[src/rtl/div_pkg.sv]
// Shared definitions for the sequential divider: FSM state encoding and default width.
package div_pkg;

  localparam int DIV_N = 8;

  typedef enum logic [1:0] {
    IDLE = 2'd0,
    RUN  = 2'd1,
    DONE = 2'd2
  } div_state_t;

endpackage

[src/rtl/full_adder.sv]
// Single-bit full adder cell used to build ripple-carry arithmetic chains.
module full_adder (
  input  logic a,
  input  logic b,
  input  logic cin,
  output logic sum,
  output logic cout
);

  assign sum  = a ^ b ^ cin;
  assign cout = (a & b) | (cin & (a ^ b));

endmodule

[src/rtl/ripple_subtractor.sv]
// W-bit ripple subtractor: a - b as a + ~b + 1 through a chain of full-adder cells.
module ripple_subtractor #(
  parameter int W = 9
) (
  input  logic [W-1:0] a,
  input  logic [W-1:0] b,
  output logic [W-1:0] diff,
  output logic         no_borrow
);

  logic [W:0] carry_s;

  assign carry_s[0] = 1'b1;

  for (genvar i = 0; i < W; i++) begin : g_cell
    full_adder u_fa (
      .a    (a[i]),
      .b    (~b[i]),
      .cin  (carry_s[i]),
      .sum  (diff[i]),
      .cout (carry_s[i+1])
    );
  end

  // Carry out of the top cell set means a >= b, so no borrow occurred.
  assign no_borrow = carry_s[W];

endmodule

[src/rtl/seq_divider.sv]
// Multi-cycle unsigned restoring divider, one quotient bit per clock,
// with a start/busy/done handshake and divide-by-zero reporting.
module seq_divider
  import div_pkg::*;
#(
  parameter int N = DIV_N
) (
  input  logic         clk,
  input  logic         rst,
  input  logic         start,
  input  logic [N-1:0] dividend,
  input  logic [N-1:0] divisor,
  output logic         busy,
  output logic         done,
  output logic [N-1:0] quotient,
  output logic [N-1:0] remainder,
  output logic         div_by_zero
);

  localparam int CW = $clog2(N + 1);
  localparam logic [CW-1:0] CNT_LAST = CW'(N - 1);
  localparam logic [CW-1:0] CNT_ONE  = CW'(1);

  div_state_t    state_r;
  div_state_t    state_nx_s;
  logic [N:0]    a_r;
  logic [N-1:0]  q_r;
  logic [N-1:0]  b_r;
  logic [CW-1:0] cnt_r;

  logic          accept_s;
  logic          zero_div_s;
  logic          last_s;
  logic [N:0]    t_s;
  logic [N:0]    diff_s;
  logic          no_borrow_s;
  logic [N:0]    a_nx_s;
  logic [N-1:0]  q_nx_s;

  logic          busy_r;
  logic          done_r;
  logic [N-1:0]  quotient_r;
  logic [N-1:0]  remainder_r;
  logic          dbz_r;

  // Shifted partial remainder; the bit shifted out of A is always zero.
  assign t_s = (a_r << 1) | {{N{1'b0}}, q_r[N-1]};

  ripple_subtractor #(
    .W (N + 1)
  ) u_sub (
    .a         (t_s),
    .b         ({1'b0, b_r}),
    .diff      (diff_s),
    .no_borrow (no_borrow_s)
  );

  // Restore-or-keep selection and quotient bit shift-in.
  always_comb begin
    q_nx_s = {q_r[N-2:0], no_borrow_s};
    if (no_borrow_s) begin
      a_nx_s = diff_s;
    end else begin
      a_nx_s = t_s;
    end
  end

  // State register.
  always_ff @(posedge clk) begin
    if (rst) begin
      state_r <= IDLE;
    end else begin
      state_r <= state_nx_s;
    end
  end

  // Next-state logic and per-cycle control strobes.
  always_comb begin
    state_nx_s = state_r;
    accept_s   = 1'b0;
    zero_div_s = 1'b0;
    last_s     = 1'b0;
    case (state_r)
      IDLE: begin
        if (start) begin
          accept_s = 1'b1;
          if (divisor == {N{1'b0}}) begin
            zero_div_s = 1'b1;
            state_nx_s = DONE;
          end else begin
            state_nx_s = RUN;
          end
        end else begin
          state_nx_s = IDLE;
        end
      end
      RUN: begin
        if (cnt_r == CNT_LAST) begin
          last_s     = 1'b1;
          state_nx_s = DONE;
        end else begin
          state_nx_s = RUN;
        end
      end
      DONE:    state_nx_s = IDLE;
      default: state_nx_s = IDLE;
    endcase
  end

  // Datapath registers and registered handshake/result outputs.
  always_ff @(posedge clk) begin
    if (rst) begin
      a_r         <= {(N+1){1'b0}};
      q_r         <= {N{1'b0}};
      b_r         <= {N{1'b0}};
      cnt_r       <= {CW{1'b0}};
      busy_r      <= 1'b0;
      done_r      <= 1'b0;
      quotient_r  <= {N{1'b0}};
      remainder_r <= {N{1'b0}};
      dbz_r       <= 1'b0;
    end else if (accept_s) begin
      a_r   <= {(N+1){1'b0}};
      q_r   <= dividend;
      b_r   <= divisor;
      cnt_r <= {CW{1'b0}};
      if (zero_div_s) begin
        busy_r      <= 1'b0;
        done_r      <= 1'b1;
        quotient_r  <= {N{1'b1}};
        remainder_r <= dividend;
        dbz_r       <= 1'b1;
      end else begin
        busy_r      <= 1'b1;
        done_r      <= 1'b0;
        quotient_r  <= {N{1'b0}};
        remainder_r <= {N{1'b0}};
        dbz_r       <= 1'b0;
      end
    end else if (state_r == RUN) begin
      a_r   <= a_nx_s;
      q_r   <= q_nx_s;
      cnt_r <= cnt_r + CNT_ONE;
      if (last_s) begin
        busy_r      <= 1'b0;
        done_r      <= 1'b1;
        quotient_r  <= q_nx_s;
        remainder_r <= a_nx_s[N-1:0];
      end else begin
        busy_r <= 1'b1;
        done_r <= 1'b0;
      end
    end else begin
      busy_r <= 1'b0;
      done_r <= 1'b0;
    end
  end

  assign busy        = busy_r;
  assign done        = done_r;
  assign quotient    = quotient_r;
  assign remainder   = remainder_r;
  assign div_by_zero = dbz_r;

endmodule

[config.mk]
export PLATFORM = sky130hd
export DESIGN_NAME = seq_divider
export DESIGN_NICKNAME = d
export VERILOG_FILES = /design/src/rtl/div_pkg.sv /design/src/rtl/full_adder.sv /design/src/rtl/ripple_subtractor.sv /design/src/rtl/seq_divider.sv
export SDC_FILE = /design/constraint.sdc
export NUM_CORES = 1
export LEC_CHECK = 0
export BUFFER_PORTS_ARGS = -buffer_cell sky130_fd_sc_hd__buf_2
export CAP_MARGIN = 5
export CORE_MARGIN = 2
export CORE_UTILIZATION = 56
export DETAILED_ROUTE_END_ITERATION = 7
export PLACE_DENSITY = 0.82
export SLEW_MARGIN = 20
export SYNTH_ARGS = -nofsm -noshare
export SYNTH_HDL_FRONTEND = slang
export SYNTH_SLANG_ARGS = --single-unit
[constraint.sdc]
create_clock -name clk -period 4.7 [get_ports clk]
set_input_delay 0.94 -clock clk [delete_from_list [all_inputs] [get_ports clk]]
set_output_delay 0.94 -clock clk [all_outputs]
set_load 0.005 [all_outputs]
==> impl_metrics.tcl <==
set metrics [dict create \
    place_hpwl_um 3720 \
    gp_congestion 0.876 \
    switching_power_mw 0.266 \
    yosysTopAreaCell "dfxtp_1" \
    cts_setup_buffers 0 \
    crit_fanout 10 \
    nets 337 \
    final_cell_mix "49 x dfxtp_1, 41 x nand2_1, 38 x a21oi_1, 37 x buf_2, 33 x nor2_1" \
    startpoint_type "flop" \
    arrival_ns 4.50 \
    synth_area_leaders "dfxtp_1 42%, a21oi_1 8.1%, nand2_1 6.6%" \
    clk-insertion-delay-late_ns 0.30 \
    critPathBufInv 4 \
    syn_area_um2 2340 \
    rows 23 \
    path_clk_slew_ns 0.09 \
    relSlewSlack_pct 51.4 \
    h-tree-depth 2 \
    cp.required_ns 4.86 \
    grtUsageTotal_pct 23.9 \
    worstPathCellList "inv_1 > ha_1 > fa_1 > fa_1 > fa_1 > fa_1 > inv_1 > fa_1 > inv_1 > fa_1 > inv_1 > fa_1 > or2_1 > mux2_1 > o21ai_1 > a211oi_2" \
    gr-total-overflow 0 \
    hold_viol_final 0 \
    post-place-ws_ns 0.370 \
    die_x_um 68.6 \
    fmax_ghz 0.231 \
    synth_area_per_cell_um2 8.23 \
    antenna_cells 0 \
    layout-drive-gt1-share_pct 18.1 \
    antenna_found_initial 0 \
    swShare_pct 30.3 \
    layout_worst_path_cycle_share_pct 92.3 \
    synth_top_area_share_pct 42.0 \
    dieArea_um2 4710 \
    cpMostUsedCell "fa_1" \
    seqPwrFrac_pct 52.0 \
    grt_setup_unrepaired "false" \
    root_buffer "clkbuf_8" \
    clockBufferDepth 2 \
    stdcell_count 360 \
    slew_viol_final 0 \
    critPathSlowestCell "fa_1" \
    grt_max_degree 39 \
    pin_count 38 \
    holdCritPathClass "flop to flop" \
    powerDensity_nw_per_um2 339 \
    fin_skew_ns 0.00626 \
    combPwrFrac_pct 20.4 \
    vias 2003 \
    grt_pass1_vias 1773 \
    setup-violations-final 0 \
    critPathTopFamily "adder cells" \
    die_h_um 68.6 \
    yosysUniqueCellTypes 36 \
    finalSetupTns_ns 0 \
    area_growth_pct 10.5 \
    worst_slack_ns 0.363 \
    start_util_pct 58.4 \
    core_um2 4000 \
    first_pass_iters 4 \
    peakVddDrop_uv 193 \
    cellInternalPower_mw 0.611 \
    final_common_cell "dfxtp_1" \
    synthFlopType "dfxtp_1" \
    cp_slowest_stage_delay_ns 0.44 \
    clock-sinks 49 \
    synth_edf_count 0 \
    wire_per_inst_um 14.3 \
    wl_um 5160 \
    path_class "flop to flop" \
    synth_seq_cells 49 \
    grt_pass1_wl_um 8370 \
    dr.first_iter.drc_count 190 \
    status "finished, final reports clean" \
    ant_nets 0 \
    p_clk_share_pct 27.6 \
    leakage_nw 1.02 \
    ctsHoldBuffers 0 \
    maxCapViolations 0 \
    worst_pin_slew_ns 0.725 \
    port_buffers 37 \
    seq_area_frac_synth_pct 42.0 \
    tritoncts.num_buffers 5 \
    synth_warnings 0 \
    post-place-cells 352 \
    synth_cells 284 \
    cts_resized 0 \
    synth-async-reset-ratio_pct 0 \
    via_per_inst 5.56 \
    drc_errors 0 \
    period_minus_slack_ns 4.34 \
    critPathCaptureType "flop" \
    cts_tree "done" \
    timing.hold.ws_ns 0.460 \
    syn_nets 312 \
]
-- worst min-delay path: cells and delay by family (launching register included) --
family / cells / cell delay (ns)
flip-flops: 1 / 0.32
AND/OR/NAND/NOR: 1 / 0.05
AO/OA/AOI/OAI: 1 / 0.05
-- routing by layer --
metal	global-route usage [%]	share of wire (%)	vias up
met5	0	0	-
met4	6.50	0.95	0
met3	4.87	5.1	6
met2	38.6	47	54
met1	32.6	47	935
li1	-	-	1008
-- state kept, by name, summed over array words and instances (netlist names) --
name and flops:
a_r 8, done 1, busy 1, b_r 8
cnt_r 4, state_r 2, q_r 8, div_by_zero 1
remainder 8, quotient 8
-- layout make-up --
| class | instances | area [um^2] |
|---|---|---|
| inverter | 12 | 45.0 |
| tap | 50 | 62.6 |
| clock buffer | 6 | 72.6 |
| clock inverter | 2 | 10.0 |
| timing repair buffer | 39 | 200 |
| sequential | 49 | 981 |
| fill | 363 | 1420 |
| multi-input combinational | 202 | 1210 |
-- per-stage QoR --
stage               util (%)  area, um^2  power [mW]
finish                  64.6        2580       0.876
global route            64.6        2580       0.923
CTS                     64.6        2580       0.880
detailed placement      62.5        2500       0.643
global placement        62.5        2500       0.638
floorplan                  -        2340       0.592
-- cells by family (layout without fill, tap and decap cells) --
logic type	after synthesis	count (layout)	share of synthesized area (%)
xor+xnor	3	3	1.12
buf+inv	33	59	6.16
fa+ha+maj	9	9	7.07
mux	5	5	2.25
simple gates	113	113	22.9
flops	49	49	42.0
compound gates	72	72	18.6
-- power groups by stage --
stage	clock (mW)	combinational (mW)	sequential (mW)
2_1_floorplan	0	0.132	0.460
3_3_place_gp	0	0.174	0.464
3_5_place_dp	0	0.178	0.465
4_1_cts	0.246	0.179	0.455
5_1_grt	0.262	0.203	0.459
6_report	0.242	0.179	0.456
-- final timing paths --
check	startpoint	end	slack [ns]	depth (start not counted)
worst min register to register	div_by_zero$_SDFFE_PP0P_	div_by_zero$_SDFFE_PP0P_	0.46	2
worst min-delay path	div_by_zero$_SDFFE_PP0P_	div_by_zero$_SDFFE_PP0P_	0.46	2
worst max-delay path	q_r[7]$_SDFFE_PP0P_	remainder[5]$_SDFFE_PP0P_	0.36	16
worst max register to register	q_r[7]$_SDFFE_PP0P_	remainder[5]$_SDFFE_PP0P_	0.36	16
-- synthesized netlist by cell type (all sizes together) (2+ instances only) --
| library cell | count |
|---|---|
| nand2b | 3 |
| nor3 | 10 |
| or4 | 2 |
| o21ai | 15 |
| nor3b | 6 |
| mux2 | 2 |
| buf | 9 |
| mux2i | 3 |
| a21oi | 38 |
| nand2 | 45 |
| or2 | 2 |
| xor2 | 2 |
| ha | 2 |
| inv | 12 |
| dfxtp | 49 |
| o22ai | 2 |
| nor2 | 33 |
| a211oi | 9 |
| clkbuf | 12 |
| and2 | 6 |
| fa | 7 |
| or3 | 2 |
| a311oi | 7 |
Note: power is estimated with default switching activity, not from simulation.
